### config.mk
export PLATFORM = sky130hd
export DESIGN_NAME = hazard_ctrl
export DESIGN_NICKNAME = d
export VERILOG_FILES = /design/src/rtl/hazard_ctrl_pkg.sv /design/src/rtl/hazard_ctrl_sat_counter.sv /design/src/rtl/hazard_ctrl.sv
export SDC_FILE = /design/constraint.sdc
export NUM_CORES = 1
export LEC_CHECK = 0
export ABC_AREA = 1
export CELL_PAD_IN_SITES_DETAIL_PLACEMENT = 2
export CELL_PAD_IN_SITES_GLOBAL_PLACEMENT = 2
export CORE_UTILIZATION = 30
export DETAILED_ROUTE_END_ITERATION = 8
export PLACE_DENSITY = 0.94
export SLEW_MARGIN = 40
export SYNTH_ARGS = -nofsm -noshare
export SYNTH_HDL_FRONTEND = slang
export SYNTH_SLANG_ARGS = --single-unit
### constraint.sdc
create_clock -name clk -period 4.8 [get_ports clk]
set_input_delay 0.96 -clock clk [delete_from_list [all_inputs] [get_ports clk]]
set_output_delay 0.96 -clock clk [all_outputs]
set_load 0.03 [all_outputs]
### src/rtl/hazard_ctrl_pkg.sv
// Shared types for the hazard controller: FSM state, the bundled pipeline
// control word and the x0 register id.
package common;
  typedef enum logic {RUN = 1'b0, MEM_WAIT = 1'b1} hz_state_t;

  typedef struct packed {
    logic pc_write;
    logic if_id_write;
    logic if_id_flush;
    logic id_ex_bubble;
    logic pipe_hold;
  } hz_ctrl_t;

  localparam logic [4:0] REG_ZERO = 5'd0;
endpackage

### src/rtl/hazard_ctrl_sat_counter.sv
// CNT_W-wide up counter with enable and synchronous reset; holds at all-ones
// instead of wrapping.
module sat_counter #(
  parameter int CNT_W = 32
) (
  input  logic             clk,
  input  logic             reset,
  input  logic             en,
  output logic [CNT_W-1:0] cnt
);
  always_ff @(posedge clk) begin
    if (reset)                 cnt <= '0;
    else if (en && cnt != '1)  cnt <= cnt + 1'b1;
  end
endmodule

### src/rtl/hazard_ctrl.sv
// Pipeline hazard controller: memory freeze > branch flush > load-use stall,
// plus stall/flush performance counters and a sticky memory-timeout flag.
module hazard_ctrl
  import common::*;
#(
  parameter int MEM_TIMEOUT = 255,
  parameter int CNT_W       = 32
) (
  input  logic             clk,
  input  logic             reset,
  input  logic [4:0]       id_rs1_id,
  input  logic [4:0]       id_rs2_id,
  input  logic             id_uses_rs1,
  input  logic             id_uses_rs2,
  input  logic             ex_mem_read,
  input  logic [4:0]       ex_rd_id,
  input  logic             ex_branch_taken,
  input  logic             mem_req,
  input  logic             mem_ready,
  output logic             pc_write,
  output logic             if_id_write,
  output logic             if_id_flush,
  output logic             id_ex_bubble,
  output logic             pipe_hold,
  output logic             timeout_err,
  output logic [CNT_W-1:0] stall_cnt,
  output logic [CNT_W-1:0] flush_cnt
);
  localparam int WAIT_W = (MEM_TIMEOUT < 1) ? 1 : $clog2(MEM_TIMEOUT + 1);
  localparam logic [WAIT_W-1:0] WAIT_MAX = WAIT_W'(MEM_TIMEOUT);

  hz_state_t   state;
  logic [WAIT_W-1:0] wait_cnt;
  hz_ctrl_t    ctrl;
  logic        load_use, mem_stall;

  assign load_use  = ex_mem_read && (ex_rd_id != REG_ZERO) &&
                     ((id_uses_rs1 && ex_rd_id == id_rs1_id) ||
                      (id_uses_rs2 && ex_rd_id == id_rs2_id));
  assign mem_stall = mem_req && !mem_ready;

  // Priority decode; the wait state only drives the timeout, not the controls,
  // since a stalled access freezes the pipe from whichever state it starts in.
  always_comb begin
    ctrl = '{pc_write: 1'b1, if_id_write: 1'b1, if_id_flush: 1'b0,
             id_ex_bubble: 1'b0, pipe_hold: 1'b0};
    if (reset) begin
      ctrl = '{pc_write: 1'b0, if_id_write: 1'b0, if_id_flush: 1'b1,
               id_ex_bubble: 1'b1, pipe_hold: 1'b0};
    end else if (mem_stall) begin
      ctrl.pc_write    = 1'b0;
      ctrl.if_id_write = 1'b0;
      ctrl.pipe_hold   = 1'b1;
    end else if (ex_branch_taken) begin
      ctrl.if_id_flush  = 1'b1;
      ctrl.id_ex_bubble = 1'b1;
    end else if (load_use) begin
      ctrl.pc_write     = 1'b0;
      ctrl.if_id_write  = 1'b0;
      ctrl.id_ex_bubble = 1'b1;
    end
  end

  assign pc_write     = ctrl.pc_write;
  assign if_id_write  = ctrl.if_id_write;
  assign if_id_flush  = ctrl.if_id_flush;
  assign id_ex_bubble = ctrl.id_ex_bubble;
  assign pipe_hold    = ctrl.pipe_hold;

  always_ff @(posedge clk) begin
    if (reset) begin
      state       <= RUN;
      wait_cnt    <= '0;
      timeout_err <= 1'b0;
    end else begin
      if (wait_cnt == WAIT_MAX) timeout_err <= 1'b1;
      case (state)
        RUN: if (mem_stall) state <= MEM_WAIT;
        MEM_WAIT: begin
          if (!mem_stall) begin
            state    <= RUN;
            wait_cnt <= '0;
          end else if (wait_cnt != WAIT_MAX) begin
            wait_cnt <= wait_cnt + 1'b1;
          end
        end
        default: state <= RUN;
      endcase
    end
  end

  sat_counter #(.CNT_W(CNT_W)) u_stall_cnt (
    .clk(clk), .reset(reset), .en(!reset && !ctrl.pc_write), .cnt(stall_cnt)
  );

  sat_counter #(.CNT_W(CNT_W)) u_flush_cnt (
    .clk(clk), .reset(reset), .en(!reset && ctrl.if_id_flush), .cnt(flush_cnt)
  );
endmodule

==> metrics.txt, run 1 <==
status=finished, final reports clean; WS Path Type=in2out; minimum clock period=about 3.9 ns; Post-Syn Instances=around 800; Util after Layout=0.391; Residual DRC=0; Synth area leaders=dfxtp_1, nand2_1, nor2_1, a21oi_1, nand4_1; first-pass GRT wire length=about 32,000 um; largest net degree at the start of global routing=55; PnR worst setup slack=approximately 0.95 ns; worst-path cell chain=clkdlybuf4s50_1 > inv_1 > nor2_1 > nor2_1 > nand3_1 > nand2_1 > nand2_1 > nand2_2 > a21oi_1 > clkdlybuf4s50_1; First DRT Iteration DRCs=between 150 and 200; CP required=between 3 and 4 ns; Worst Path Max Fanout=4; sequential fraction of the synthesis area=0.304; cell count after placement=1,083; vias in the first global route=approximately 6,000; share of post-route cells with drive strength above 1=0.0442; clock tree buffer depth=2; Post-DP HPWL=approximately 15,000 um; Slew Viols, Final=0; Ports=93; cell area after layout=0.00621 sq mm; GP Congestion=between 0.8 and 0.9; Critical Path Source Type=input port; die area=roughly 0.017 sq mm; Final nets=about 900; final hold vios=0; Routed WL=slightly below 20,000 um; post-synthesis cell area=a little under 0.005 sq mm; Via Count=5,570; P&R area growth vs syn=27.3%; pre-CTS setup slack=slightly above 0.9 ns; TritonCTS Sinks=74; power density over the cells=around 230 mW/mm^2; worst hold path type=reg2reg; Non-Filler Instances=roughly 1,100; Worst path slowest cell=clkdlybuf4s50_1; CTS H-tree lvls=3; DR WL/cell=17.6 um; Via density=about 5.1; slowest cell delay on critical path=approximately 0.70 ns; GR Util All Layers=0.247; Root Buffer=clkbuf_16; max-cap violation count=0; Clock transition at path regs=about 0.060 ns; # diodes=0; # hold bufs at CTS=0; Max Fclk=260 MHz; VDD IR max=between 150 and 200 uV; RSZ-0062 raised after global routing=no; Syn Nets=roughly 800; Worst EP arrival=roughly 2.9 ns; Starting Density=0.307; top-area cell type share of the netlist area=0.304; Final Skew=0.00859 ns; Die H=~130 um; syn_area_per_cell=6.13 sq um; Netlist cell types=33; GRT overflow=0; Final Cycle Share=0.803; Inserted Clock Buffers=9; Pleak=2.26 nW; Rows=46; post-CTS setup buffer count=0; CTS-repair resized insts=0; core area=between 0.015 and 0.02 sq mm; port bufs=slightly above 90; Skew-Pair Late Insertion Delay=between 0.3 and 0.4 ns; area leader, netlist=dfxtp_1; drt first pass iters=4; placed inst area=slightly below 0.006 sq mm; final setup vio count=0; Yosys reg bits=74; Yosys warning total=0; Chip Width=130 um; setup_tns=0 ns; antenna-violating nets left=0; initial antenna violation count=0; Least-Margin Pin Slew=about 0.65 ns; element type at the critical path end=primary output; R2R Setup Slk=between 2 and 2.5 ns; Relative slew margins=0.564; CTS tree=yes
## layout by cell type (no fill, tap or decap)
master / netlist / routed
clkinv_4: 0 / 1
xnor2_1: 10 / 10
nor2_2: 2 / 2
ha_1: 3 / 3
inv_1: 69 / 69
clkinv_2: 0 / 2
nand2_2: 3 / 3
nor3_2: 1 / 1
buf_2: 6 / 1
and3_1: 1 / 1
nor2_4: 3 / 3
a22oi_1: 1 / 1
clkinvlp_4: 0 / 1
buf_4: 1 / 3
nand3b_1: 12 / 12
nand4_2: 1 / 1
nor3_1: 13 / 13
a21oi_1: 61 / 61
xor2_1: 26 / 26
o21ai_0: 8 / 8
clkdlybuf4s50_1: 0 / 91
bufinv_16: 0 / 1
nand2_4: 1 / 1
inv_2: 6 / 6
or2_4: 1 / 1
o21a_1: 1 / 1
nor3b_1: 2 / 2
nand4_1: 43 / 43
o21bai_1: 1 / 1
nand3_4: 2 / 2
nor2_1: 121 / 121
nand3_1: 24 / 24
nand2_1: 281 / 281
clkbuf_1: 8 / 1
o21ai_4: 1 / 1
clkbuf_16: 0 / 9
dfxtp_1: 74 / 74
## area by class of cell
cell class / instances / area [sq um]
repair buffers: 95 / 938
clock inverters: 5 / 56.3
fillers: 2007 / 9670
well taps: 216 / 270
inverters: 75 / 282
clock buffers: 10 / 229
flip-flops and latches: 74 / 1480
multi-input cells: 623 / 2950
## worst max-delay path, delay by kind of cell
family,cells,cell delay [ns]
AOI/OAI and AO/OA,1,0.16
buffers and inverters,3,1.29
and+or+nand+nor,6,0.49
## Yosys cell counts
master      n
xnor2_1    10
nand2_2     3
a22oi_1     1
nor3_1     13
xor2_1     26
inv_1      69
a21oi_1    61
and3_1      1
nor2_1    121
buf_1       1
buf_6       8
o21bai_1    1
buf_4       1
clkbuf_1    8
buf_2       6
dfxtp_1    74
or2_4       1
nor3_2      1
nor2_4      3
nor3b_1     2
nand2_1   281
nand4_1    43
nand3_4     2
nand4_2     1
o21a_1      1
inv_2       6
nand3b_1   12
o21ai_4     1
ha_1        3
nand2_4     1
o21ai_0     8
nand3_1    24
nor2_2      2
## flip-flops by register name (all words and copies together), names as in the netlist
signal	count
timeout_err	1
u_stall_cnt.cnt	32
state	1
u_flush_cnt.cnt	32
wait_cnt	8
## logic make-up after synthesis
group                    count (synthesis)  synth area share
flip-flops                              74             0.304
buffers and inverters                   99            0.0908
XOR/XNOR                                36            0.0646
adder cells (fa/ha/maj)                  3           0.00770
AND/OR/NAND/NOR                        511             0.454
AO/OA/AOI/OAI                           73            0.0787
## metrics by stage
stage	hold slack [ns]	power [mW]
after floorplan	0.434	0.707
after global placement	0.457	0.746
after detailed placement	0.477	0.752
after CTS	0.486	1.44
after global routing	0.515	1.47
final	0.481	1.42
## metal layers
metal,up-vias,global-route usage,share of wire
li1,2699,-,-
met1,2763,0.280,0.43
met2,80,0.470,0.53
met3,28,0.0392,0.022
met4,0,0.0766,0.017
met5,-,0,0
## power breakdown
group          leakage, nW  switching, mW  internal, mW  total [mW]
Combinational         1.53         0.0773        0.0397       0.117
Clock                0.138          0.283         0.399       0.682
Sequential           0.597        0.00373         0.617       0.621
Total                 2.26          0.364          1.06        1.42
## worst paths after layout
kind / start / endpoint / cells past startpoint
setup / recovery: ex_rd_id[2] / if_id_write / 10
hold / removal: wait_cnt[4] / wait_cnt[4] / 2
setup reg to reg: u_stall_cnt.cnt[0] / u_stall_cnt.cnt[29] / 9
hold reg to reg: wait_cnt[4] / wait_cnt[4] / 2
Power figures use the tool's default switching activity.
==> inputs of run 2 (changes only) <==
CORE_UTILIZATION = 27   (was 30)
PLACE_DENSITY = 0.86   (was 0.94)
clock period = 3.8 ns   (was 4.8 ns; I/O delays follow)
==> metrics.txt, run 2 (synthesis gave the netlist of run 1 again) <==
status=finished, final reports clean (unchanged); RSZ-0062 raised after global routing=no (unchanged); Worst Path Max Fanout=3 (was 4); Ports=93 (unchanged); Worst EP arrival=2.69 ns (was 2.89 ns); worst hold path type=reg2reg (unchanged); Pleak=2.28 nW (was 2.26 nW); max-cap violation count=0 (unchanged); Hold Path Cell Cnt=2 (unchanged); Residual DRC=0 (unchanged); VDD IR max=212 uV (was 174 uV); worst reg2reg path startpoint=u_stall_cnt.cnt[0] (unchanged); CP required=3.04 ns (was 3.84 ns); post-CTS setup buffer count=0 (unchanged); Max Fclk=290 MHz; final hold vios=0 (unchanged); Filler cells=2,153 (was 2,007); Die H=136 um (was 130 um); routing usage on met3=0.0425 (was 0.0392); Starting Density=0.279 (was 0.307); Critical Path Source Type=input port (unchanged); Most Used Layer, Global Route=met2 (unchanged); Via density=4.92 (was 5.07); TritonCTS Sinks=74 (unchanged); largest net degree at the start of global routing=39 (was 55); core area=0.0175 sq mm (was 0.0159 sq mm); power share of the combinational group=0.080 (was 0.082); DR WL/cell=16.5 um (was 17.6 um); hold endpoint=wait_cnt[4] (unchanged); Skew-Pair Late Insertion Delay=0.35 ns (was 0.36 ns); met1 usage=0.247 (was 0.280); CTS tree=yes (unchanged); r2r endpoint=u_stall_cnt.cnt[11] (was u_stall_cnt.cnt[29]); Rows=48 (was 46); most frequent cells in the layout=nand2_1, nor2_1, clkdlybuf4s50_1 (unchanged); worst hold margin=0.474 ns (was 0.481 ns); cell area after layout=0.00624 sq mm (was 0.00621 sq mm); First DRT Iteration DRCs=157 (was 174); Final Cycle Share=0.908; port bufs=92 (unchanged); Chip Width=136 um (was 130 um); GR Util All Layers=0.207 (was 0.247); P_int=1.36 mW (was 1.06 mW); clock tree buffer depth=2 (unchanged); hold wc startpoint=wait_cnt[4] (unchanged); P&R area growth vs syn=28.0% (was 27.3%); CTS H-tree lvls=3 (unchanged); element type at the critical path end=primary output (unchanged); minimum clock period=approximately 3.5 ns; Routed WL=18,300 um (was 19,400 um); GRT overflow=0 (unchanged); R2R Setup Slk=1.58 ns (was 2.49 ns); initial antenna violation count=0 (unchanged); Final Skew=0.0106 ns (was 0.00859 ns); Flop pwr share=0.426 (was 0.437); GP Congestion=0.836 (was 0.879); drt first pass iters=4 (unchanged); pre-CTS setup slack=0.340 ns (was 0.925 ns); # hold bufs at CTS=0 (unchanged); power density over the cells=294 mW/mm^2 (was 229 mW/mm^2); first-pass GRT wire length=29,800 um (was 32,000 um); placed inst area=0.00594 sq mm (was 0.00593 sq mm); share of post-route cells with drive strength above 1=0.0486 (was 0.0442); PnR worst setup slack=0.350 ns (was 0.948 ns); commonest non-fill, non-tap cell in the layout=nand2_1 (unchanged); cell count after placement=1,093 (was 1,083); Post-DP HPWL=13,500 um (was 14,700 um); R2R depth=9 (unchanged); Via Count=5,458 (was 5,570); Least-Margin Pin Slew=0.555 ns (was 0.654 ns); antenna-violating nets left=0 (unchanged); # diodes=0 (unchanged); CTS-repair resized insts=0 (unchanged); switching share of power=0.260 (was 0.256); Util after Layout=0.357 (was 0.391); WS Path Type=in2out (unchanged); met2 Use GR=0.373 (was 0.470); setup_tns=0 ns (unchanged); Largest regs=u_flush_cnt.cnt x32, u_stall_cnt.cnt x32, wait_cnt x8 (unchanged); clock power share=0.494 (was 0.480); vias in the first global route=5,805 (was 6,048); Non-Filler Instances=1,109 (was 1,098); Slew Viols, Final=0 (unchanged); Relative slew margins=0.629 (was 0.564); Clock transition at path regs=0.06 ns (about the same); Root Buffer=clkbuf_16 (unchanged); Final nets=905 (was 904); Pwr Total=1.84 mW (was 1.42 mW); die area=0.0186 sq mm (was 0.0168 sq mm); final setup vio count=0 (unchanged); NetSw=0.478 mW (was 0.364 mW); Inserted Clock Buffers=9 (unchanged)
## run 2: changes by cell type in the layout (fill, tap and decap cells not counted), sizes merged
cell	before	now
buf	4	7
clkdlybuf4s50	91	89
clkinv	3	1
clkbuf	10	11
clkinvlp	1	2
inv	75	76
## run 2: routing by layer
layer / vias up / routed length (um) / share of wire
li1: 2694 / - / -
met1: 2652 / 8300 / 0.45
met2: 87 / 9160 / 0.50
met3: 25 / 499 / 0.027
met4: 0 / 329 / 0.018
met5: - / 0 / 0
## run 2: area by class of cell
| class | instances | area (sq um) | share of cell area |
|---|---|---|---|
| multi-input combinational | 623 | 2950 | 0.473 |
| sequential | 74 | 1480 | 0.237 |
| clock inverter | 5 | 62.6 | 0.0100 |
| timing repair buffer | 96 | 941 | 0.151 |
| tap | 225 | 282 | 0.0451 |
| clock buffer | 11 | 243 | 0.0389 |
| inverter | 75 | 282 | 0.0451 |
## run 2: worst max-delay path by stage
| stage | start | to | cells after the start |
|---|---|---|---|
| floorplan | ex_rd_id[3] | pc_write | 10 |
| global placement | ex_rd_id[0] | id_ex_bubble | 10 |
| detailed placement | ex_rd_id[0] | id_ex_bubble | 10 |
| CTS | ex_rd_id[0] | id_ex_bubble | 10 |
| global route | ex_rd_id[0] | id_ex_bubble | 10 |
| finish | ex_rd_id[0] | id_ex_bubble | 10 |
## run 2: power groups by stage
stage / combinational, mW / sequential (mW) / clock [mW]
after global placement: 0.144 / 0.801 / 0
after detailed placement: 0.148 / 0.801 / 0
after global routing: 0.161 / 0.784 / 0.958
after CTS: 0.149 / 0.784 / 0.935
final: 0.146 / 0.784 / 0.909
after floorplan: 0.0881 / 0.805 / 0
## run 2: worst max-delay path, stage by stage
cell and delay [ns]:
clkdlybuf4s50_1 0.50, inv_1 0.08, nand2_1 0.07, nand2_1 0.06, nor2_1 0.10, nand3_1 0.08
nand2_1 0.08, nand2_1 0.08, o21ai_0 0.16, clkdlybuf4s50_1 0.71
==> inputs of run 3 (changes only) <==
CORE_UTILIZATION = 33   (was 27)
DONT_BUFFER_PORTS = 1   (was default)
SLEW_MARGIN = 20   (was 40)
==> metrics.txt, run 3 (synthesis gave the netlist of run 1 again) <==
commonest non-fill, non-tap cell in the layout=nand2_1 (unchanged); Relative slew margins=0.558 (was 0.629); P&R area growth vs syn=7.64% (was 28.0%); Final Cycle Share=0.665 (was 0.908); NetSw=0.437 mW (was 0.478 mW); largest net degree at the start of global routing=60 (was 39); # diodes=0 (unchanged); Largest regs=u_flush_cnt.cnt x32, u_stall_cnt.cnt x32, wait_cnt x8 (unchanged); worst-path cell chain=ha_1 > nand2_1 > nor2_2 > nand4_2 > nor2_4 > nand3_4 > nand3_4 > nand2_1 > a21oi_1 (was clkdlybuf4s50_1 > inv_1 > nand2_1 > nand2_1 > nor2_1 > nand3_1 > nand2_1 > nand2_1 > o21ai_0 > clkdlybuf4s50_1); Skew-Pair Late Insertion Delay=0.35 ns (about the same); element type at the critical path end=flop (was primary output); Post-DP HPWL=13,400 um (was 13,500 um); Flop pwr share=0.464 (was 0.426); area of the multi-input gates=0.00295 sq mm (unchanged); Routed WL=17,800 um (was 18,300 um); first-pass GRT wire length=28,600 um (was 29,800 um); CP required=4.07 ns (was 3.04 ns); PnR worst setup slack=1.27 ns (was 0.350 ns); CTS tree=yes (unchanged); pre-CTS setup slack=1.17 ns (was 0.340 ns); antenna-violating nets left=0 (unchanged); FF+latch area=0.00148 sq mm (unchanged); CTS H-tree lvls=3 (unchanged); CP top delay family=simple AND/OR/NAND/NOR gates (was buffers and inverters); DR WL/cell=18.2 um (was 16.5 um); Util after Layout=0.363 (was 0.357); core area=0.0145 sq mm (was 0.0175 sq mm); Die H=124 um (was 136 um); status=finished, final reports clean (unchanged); Pleak=1.94 nW (was 2.28 nW); post-CTS setup buffer count=0 (unchanged); final setup vio count=0 (unchanged); GRT overflow=0 (unchanged); RSZ-0062 raised after global routing=no (unchanged); Max Fclk=396 MHz (was 290 MHz); Worst path slowest cell=dfxtp_1 (was clkdlybuf4s50_1); Least-Margin Pin Slew=0.661 ns (was 0.555 ns); First DRT Iteration DRCs=151 (was 157); Chip Width=124 um (was 136 um); final hold vios=0 (unchanged); port bufs=0 (was 92); initial antenna violation count=0 (unchanged); Residual DRC=0 (unchanged); Ports=93 (unchanged); GP Congestion=0.858 (was 0.836); TritonCTS Sinks=74 (unchanged); Final Skew=0.00637 ns (was 0.0106 ns); P_int=1.26 mW (was 1.36 mW); Critical Path Source Type=flop (was input port); Worst Path Max Fanout=28 (was 3); # hold bufs at CTS=0 (unchanged); switching share of power=0.257 (was 0.260); Inserted Clock Buffers=9 (unchanged); power density over the cells=324 mW/mm^2 (was 294 mW/mm^2); Via density=5.33 (was 4.92); Starting Density=0.337 (was 0.279); Rows=44 (was 48); vias in the first global route=5,760 (was 5,805); minimum clock period=2.53 ns (was 3.45 ns); power share of the combinational group=0.055 (was 0.080); most frequent cells in the layout=nand2_1, nor2_1, dfxtp_1 (was nand2_1, nor2_1, clkdlybuf4s50_1); cell area after layout=0.00525 sq mm (was 0.00624 sq mm); setup_tns=0 ns (unchanged); Worst EP arrival=2.80 ns (was 2.69 ns); die area=0.0153 sq mm (was 0.0186 sq mm); slowest cell delay on critical path=0.57 ns (was 0.71 ns); Root Buffer=clkbuf_16 (unchanged); Via Count=5,205 (was 5,458); Buf/Inv on CP=0 (was 3); max-cap violation count=0 (unchanged); drt first pass iters=4 (unchanged); Filler cells=1,860 (was 2,153); placed inst area=0.00498 sq mm (was 0.00594 sq mm); share of post-route cells with drive strength above 1=0.0492 (was 0.0486); WS Path Type=reg2reg (was in2out); Clock transition at path regs=0.06 ns (about the same); Slew Viols, Final=0 (unchanged); clock tree buffer depth=2 (unchanged); worst hold margin=0.483 ns (was 0.474 ns); VDD IR max=198 uV (was 212 uV); Final nets=813 (was 905); worst hold path type=in2reg (was reg2reg); clock power share=0.480 (was 0.494); GR Util All Layers=0.243 (was 0.207); CTS-repair resized insts=0 (unchanged)
==> run 3: cell count changes in the layout (fill, tap and decap cells not counted), sizes merged <==
cell	change
clkbuf	+1
clkinv	+3
inv	-1
clkdlybuf4s50	-89
buf	-3
bufinv	-1
clkinvlp	-2
==> run 3: through the flow <==
stage	total power, mW	std cells
after floorplan	0.894	796
after global placement	0.895	960
after detailed placement	0.902	960
after CTS	1.73	976
after global routing	1.77	976
final	1.70	976
==> run 3: path summary, 6_finish.rpt <==
check	start	to	slack, ns	cells after the start
worst max register to register	u_stall_cnt.cnt[0]	u_stall_cnt.cnt[2]	1.27	9
worst min register to register	wait_cnt[7]	wait_cnt[7]	0.50	2
worst max-delay path	u_stall_cnt.cnt[0]	u_stall_cnt.cnt[2]	1.27	9
worst min-delay path	reset	state	0.48	1
==> run 3: power by group through the flow <==
stage,Combinational (mW),Clock [mW],Sequential (mW)
floorplan,0.0881,0,0.805
global placement,0.0887,0,0.807
detailed placement,0.0955,0,0.807
CTS,0.0961,0.840,0.789
global route,0.105,0.873,0.790
finish,0.0942,0.817,0.789
==> run 3: layer usage <==
metal  global-route usage  vias up  wire [um]
met5                    0        -          0
met4               0.0896        0        450
met3               0.0586       32        682
li1                     -     2514          -
met1                0.257     2568       7220
met2                0.460       91       9400
==> run 3: cell type report <==
class | instances | share of cell area
flip-flops and latches | 74 | 0.282
clock inverters | 4 | 0.00524
repair buffers | 4 | 0.00572
multi-input cells | 623 | 0.563
inverters | 75 | 0.0536
well taps | 184 | 0.0438
clock buffers | 12 | 0.0469
